[config.mk]
export PLATFORM = sky130hd
export DESIGN_NAME = clk_div_bank
export DESIGN_NICKNAME = d
export VERILOG_FILES = /design/src/rtl/clk_div_bank.sv
export SDC_FILE = /design/constraint.sdc
export NUM_CORES = 1
export LEC_CHECK = 0
export BUFFER_PORTS_ARGS = -buffer_cell sky130_fd_sc_hd__buf_2
export CORE_MARGIN = 5
export CORE_UTILIZATION = 25
export DETAILED_ROUTE_END_ITERATION = 10
export SYNTH_ARGS = -nofsm -noshare
export SYNTH_HDL_FRONTEND = slang
export SYNTH_SLANG_ARGS = --single-unit
[constraint.sdc]
create_clock -name in_clk -period 14 [get_ports in_clk]
set_input_delay 2.1 -clock in_clk [delete_from_list [all_inputs] [get_ports in_clk]]
set_output_delay 2.1 -clock in_clk [all_outputs]
set_load 0.005 [all_outputs]
[src/rtl/clk_div_bank.sv]
// clk_div_bank
//
// Multi-channel programmable clock divider. Each channel divides in_clk by an
// arbitrary integer ratio D and produces a registered divided clock plus a
// one-cycle tick at the start of every period. New ratios are staged in a
// pending register and only take effect at a period boundary, so the divided
// clock never sees a truncated or stretched period from a ratio change.
//
// Parameters
//   CHANNELS   number of independent channels (1..16)
//   DIV_WIDTH  width of each divide ratio
//   RESET_DIV  active ratio of every channel after reset
//
// Ports
//   in_clk     sole clock, all state changes on its rising edge
//   rst_n      asynchronous active-low reset
//   enable     per-channel run enable
//   sync       common strobe that restarts every running channel at phase 0
//   load       per-channel strobe capturing a new ratio from div_value
//   div_value  packed ratios, channel i at [i*DIV_WIDTH +: DIV_WIDTH]
//   out_clk    registered divided clocks
//   tick       one-cycle pulse at the start of each period
//   pending    a loaded ratio is waiting for the next period boundary
//   applied    one-cycle pulse when a pending ratio becomes active
module clk_div_bank #(
  parameter int unsigned CHANNELS  = 4,
  parameter int unsigned DIV_WIDTH = 16,
  parameter int unsigned RESET_DIV = 2
) (
  input  logic                          in_clk,
  input  logic                          rst_n,
  input  logic [CHANNELS-1:0]           enable,
  input  logic                          sync,
  input  logic [CHANNELS-1:0]           load,
  input  logic [CHANNELS*DIV_WIDTH-1:0] div_value,
  output logic [CHANNELS-1:0]           out_clk,
  output logic [CHANNELS-1:0]           tick,
  output logic [CHANNELS-1:0]           pending,
  output logic [CHANNELS-1:0]           applied
);

  localparam logic [DIV_WIDTH-1:0] One       = DIV_WIDTH'(1);
  localparam logic [DIV_WIDTH-1:0] ResetDiv  = DIV_WIDTH'(RESET_DIV);
  // Starting at D-1 makes the phase counter look like the last cycle of a
  // period; the restart flag forces the first enabled edge to be a wrap anyway.
  localparam logic [DIV_WIDTH-1:0] ResetPhase = (RESET_DIV == 0) ? '0 : ResetDiv - One;

  for (genvar gi = 0; gi < CHANNELS; gi++) begin : g_ch

    // Channel state
    logic [DIV_WIDTH-1:0] r_div;      // active ratio D
    logic [DIV_WIDTH-1:0] r_phase;    // phase counter m
    logic [DIV_WIDTH-1:0] r_pval;     // pending ratio P
    logic                 r_pflag;    // P is waiting to be applied
    logic                 r_restart;  // next enabled edge must start a period
    logic                 r_out_clk;
    logic                 r_tick;
    logic                 r_applied;

    // Next-state
    logic [DIV_WIDTH-1:0] w_div_nxt;
    logic [DIV_WIDTH-1:0] w_phase_nxt;
    logic [DIV_WIDTH-1:0] w_pval_nxt;
    logic                 w_pflag_nxt;
    logic                 w_restart_nxt;
    logic                 w_out_nxt;
    logic                 w_tick_nxt;
    logic                 w_applied_nxt;
    logic                 w_wrap;
    logic [DIV_WIDTH-1:0] w_load_val;

    assign w_load_val = div_value[gi*DIV_WIDTH +: DIV_WIDTH];

    always_comb begin
      w_div_nxt     = r_div;
      w_phase_nxt   = r_phase;
      w_pval_nxt    = r_pval;
      w_pflag_nxt   = r_pflag;
      w_restart_nxt = r_restart;
      w_out_nxt     = 1'b0;
      w_tick_nxt    = 1'b0;
      w_applied_nxt = 1'b0;
      w_wrap        = 1'b0;

      if (enable[gi]) begin
        if (r_div == '0) begin
          // Stopped channel: take a pending ratio now but keep the outputs
          // low this edge; the restart flag makes the next edge a clean
          // period start, so the first period of the new ratio is full length.
          w_phase_nxt = '0;
          if (r_pflag) begin
            w_div_nxt     = r_pval;
            w_pflag_nxt   = 1'b0;
            w_applied_nxt = 1'b1;
            w_restart_nxt = 1'b1;
          end
        end else begin
          w_wrap = (r_phase == r_div - One) || r_restart || sync;
          if (w_wrap) begin
            if (r_pflag) begin
              w_div_nxt     = r_pval;
              w_pflag_nxt   = 1'b0;
              w_applied_nxt = 1'b1;
            end
            w_phase_nxt   = '0;
            w_restart_nxt = 1'b0;
            // Applying a ratio of 0 stops the channel on this very edge.
            w_tick_nxt    = (w_div_nxt != '0);
          end else begin
            w_phase_nxt = r_phase + One;
          end

          // Output is a function of the post-edge ratio and phase.
          if (w_div_nxt == One) begin
            w_out_nxt = 1'b1;
          end else if (w_div_nxt > One) begin
            w_out_nxt = (w_phase_nxt < (w_div_nxt >> 1));
          end
        end
      end else begin
        w_restart_nxt = 1'b1;
      end

      // Load after the wrap decision: a load on a wrap edge stays pending
      // for the following boundary, and a newer load overwrites an older one.
      if (load[gi]) begin
        w_pval_nxt  = w_load_val;
        w_pflag_nxt = 1'b1;
      end
    end

    always_ff @(posedge in_clk or negedge rst_n) begin
      if (!rst_n) begin
        r_div     <= ResetDiv;
        r_phase   <= ResetPhase;
        r_pval    <= '0;
        r_pflag   <= 1'b0;
        r_restart <= 1'b1;
        r_out_clk <= 1'b0;
        r_tick    <= 1'b0;
        r_applied <= 1'b0;
      end else begin
        r_div     <= w_div_nxt;
        r_phase   <= w_phase_nxt;
        r_pval    <= w_pval_nxt;
        r_pflag   <= w_pflag_nxt;
        r_restart <= w_restart_nxt;
        r_out_clk <= w_out_nxt;
        r_tick    <= w_tick_nxt;
        r_applied <= w_applied_nxt;
      end
    end

    assign out_clk[gi] = r_out_clk;
    assign tick[gi]    = r_tick;
    assign pending[gi] = r_pflag;
    assign applied[gi] = r_applied;

  end : g_ch

endmodule

==> results.ini <==
[sta]
report.final.hold_viol_count=0
finClkSkew_ns=0.0359
setup-violations-final=0
smallest_hold_slack_ns=0.520
layout_worst_path_cycle_share=0.418
fin_ws_ns=8.15
grt_setup_unrepaired=false
final-max-slew-violation-count=0
tightest_slew_ns=1.04
slew_headroom=0.303
fmaxAchievable_mhz=171
final.setup.tns_ns=0
min_period_ns=5.85

[min_path]
timing.hold.worst_path_depth=2
timing.hold.worst.class=flop to flop
worstHoldStart=g_ch[2].r_restart
min_to=g_ch[2].r_restart

[clocking]
clock_latency_ns=0.57
cts_setup_buffers=0
numCtsBuffers=26
cts-hold-fix-buffers=0
clkTransAtPathRegs_ns=0.06
cts-htree-levels=1
cts.root.buffer_cell=sky130_fd_sc_hd__clkbuf_16
post_cts_resized=0
cts_tree=built
clock_sinks=212
clockBufferDepth=3

[pwr]
vdd_drop_max_mv=0.0882
p_leak_uw=0.00657
power.density_nw_per_um2=116
total_power_uw=1880

[worst_setup_path]
r2r_start=g_ch[0].r_div[1]
worst-r2r-setup-slack_ns=8.15
worst_path_fanout_max=28
worst_setup_path_end_kind=flop
worst_r2r_path_depth=19
critPathRequiredTime_ns=14.45
end_of_the_worst_register_to_register_path=g_ch[0].r_out_clk
critPathLaunchType=flop
cp.arrival_ns=6.30
crit_type=flop to flop

[logic_synthesis]
async_flop_share=1.00
synth_warnings=0
synthFlopType=sky130_fd_sc_hd__dfrtp_1
netlist-cell-type-count=76
syn_nets=1627
ys_seq_elements=212
synth_edf_count=0
post_synth_inst_count=1488
ys_seq_area_frac=0.372
syn_avg_cell_area_um2=9.60
mapped_area_um2=14300

[global_route]
grt_pass1_vias=11500
overflow=0
grt_pass1_wl_um=62800
grt_start_max_net_pins=74
grt_usage=0.120
grt_antenna_before_repair=3

[routing]
antenna_violating_nets_post_route=0
drtIter0Drc=636
drt_drc_violations_left=0
detailedRoute.firstPassIterationCount=7
drt-vias-per-instance=4.93
drt-wirelength-per-cell_um=16.7
vias=11300
finalWirelength_um=38100

[layout]
ff_latch_area_um2=5320
fillCellCount=5857
fraction_of_final_layout_cells_with_drive_strength_greater_than_1=0.186
layout-area-overhead-vs-synth_pct=13.1
finalNetCount=1646
multi_input_comb_area_um2=8280
finalInstanceArea_um2=16200

[die]
dieArea_um2=62000
core_area_um2=56500
floorplan.initialDensity=0.253
io-pin-count=91
rows=87
die-width_um=249
floorplan.die.height_um=249

[run]
timing.max_cap.violations=0

[run_status]
outcome=complete, no violations

[place]
pre_cts_slack_ns=8.24
final_weighted_congestion_in_routability_driven_placement=0.895
port_buffers=90
dpl-instance-area_um2=15200
dp_hpwl_um=28600

## state kept, by name (all words and copies together), names as in the netlist
name,flops
g_ch.r_div,64
g_ch.r_phase,64
g_ch.r_pval,64
g_ch.r_applied,4
g_ch.r_out_clk,4
g_ch.r_pflag,4
g_ch.r_restart,4
g_ch.r_tick,4
## per-stage QoR
stage / util / cells
2_1_floorplan: - / 1488
3_3_place_gp: 0.270 / 2235
3_5_place_dp: 0.270 / 2235
4_1_cts: 0.286 / 2283
5_1_grt: 0.286 / 2283
6_report: 0.286 / 2284
## cell type report
class	count	share of cell area
Clock buffer	30	0.0430
Clock inverter	18	0.0137
Multi-Input combinational cell	1120	0.513
Timing Repair Buffer	95	0.0308
Tap cell	756	0.0585
Antenna cell	1	0.000155
Sequential cell	212	0.329
Inverter	52	0.0121
## power by group
part | internal, uW | total, uW | switching [uW]
logic | 179 | 368 | 189
clock network | 418 | 709 | 291
registers | 682 | 799 | 117
total | 1280 | 1880 | 598
## how the worst max path moves through the flow
stage / startpoint / endpoint / slack [ns]
after floorplan: sync / g_ch[3].r_out_clk / 9.24
after global placement: g_ch[0].r_div[2] / g_ch[0].r_out_clk / 8.26
after detailed placement: g_ch[0].r_div[2] / g_ch[0].r_out_clk / 8.24
after CTS: g_ch[0].r_div[2] / g_ch[0].r_out_clk / 8.18
after global routing: g_ch[0].r_div[2] / g_ch[0].r_out_clk / 7.63
final: g_ch[0].r_div[1] / g_ch[0].r_out_clk / 8.15
## cells in the final DEF (no fill, tap or decap), drive strengths merged, types with 6 or more instances in the layout
cell / Yosys / routed
a211oi: 6 / 6
a21o: 27 / 27
a21oi: 45 / 45
a31oi: 9 / 9
and3: 28 / 28
and4: 6 / 6
buf: 36 / 95
clkbuf: 68 / 30
clkinv: 0 / 7
dfrtp: 200 / 200
dfstp: 12 / 12
ha: 64 / 64
inv: 52 / 55
mux2: 127 / 127
mux2i: 65 / 65
nand2: 87 / 87
nand2b: 26 / 26
nand3: 47 / 47
nand3b: 7 / 7
nand4: 19 / 19
nor2: 111 / 111
nor2b: 11 / 11
nor3: 43 / 43
nor3b: 17 / 17
nor4: 33 / 33
o21a: 7 / 7
o21ai: 68 / 68
o22ai: 15 / 15
o2bb2ai: 7 / 7
o31ai: 14 / 14
o32ai: 18 / 18
or3: 7 / 7
or4: 11 / 11
xnor2: 93 / 93
xor2: 32 / 32
## cells by family after synthesis
kind of cell,Yosys count,synth area share
AND/OR/NAND/NOR,475,0.176
AO/OA/AOI/OAI,264,0.126
flip-flops,212,0.372
multiplexers,192,0.146
buffers and inverters,156,0.0480
XOR/XNOR,125,0.0766
adder cells (fa/ha/maj),64,0.0561
## synthesized netlist by cell type, types with 42 or more instances
cell type / n / area (um^2)
sky130_fd_sc_hd__nor2_1: 110 / 413
sky130_fd_sc_hd__xnor2_1: 93 / 815
sky130_fd_sc_hd__ha_1: 64 / 801
sky130_fd_sc_hd__nand2_1: 85 / 319
sky130_fd_sc_hd__mux2i_1: 65 / 651
sky130_fd_sc_hd__inv_1: 52 / 195
sky130_fd_sc_hd__clkbuf_1: 68 / 255
sky130_fd_sc_hd__o21ai_0: 66 / 330
sky130_fd_sc_hd__nand3_1: 47 / 235
sky130_fd_sc_hd__dfrtp_1: 200 / 5000
sky130_fd_sc_hd__nor3_1: 42 / 210
sky130_fd_sc_hd__mux2_2: 113 / 1270
sky130_fd_sc_hd__a21oi_1: 45 / 225
## metal layers
layer / vias to the layer above / track usage / part of all wire
met4: 2 / 0.0284 / 0.020
met1: 5514 / 0.163 / 0.47
met5: - / 0 / 0.00018
li1: 5439 / - / -
met3: 61 / 0.0235 / 0.049
met2: 254 / 0.199 / 0.46
## critical path: stages, from the launching register on
cell and delay (ns):
sky130_fd_sc_hd__dfstp_2 0.61, sky130_fd_sc_hd__inv_1 0.10, sky130_fd_sc_hd__ha_1 0.30, sky130_fd_sc_hd__or3_1 0.40, sky130_fd_sc_hd__a31oi_1 0.20, sky130_fd_sc_hd__nand4_1 0.13
sky130_fd_sc_hd__a2111o_1 0.45, sky130_fd_sc_hd__o31ai_4 0.85, sky130_fd_sc_hd__nand2_1 0.79, sky130_fd_sc_hd__mux2i_1 0.28, sky130_fd_sc_hd__ha_1 0.35, sky130_fd_sc_hd__nand4_1 0.10
sky130_fd_sc_hd__nor4_1 0.40, sky130_fd_sc_hd__o21ai_0 0.14, sky130_fd_sc_hd__and2_0 0.17, sky130_fd_sc_hd__o21ai_0 0.07, sky130_fd_sc_hd__nor3_1 0.08, sky130_fd_sc_hd__o221a_2 0.14
sky130_fd_sc_hd__o21ai_0 0.07, sky130_fd_sc_hd__mux2i_1 0.09
Note: power is estimated with default switching activity, not from simulation.
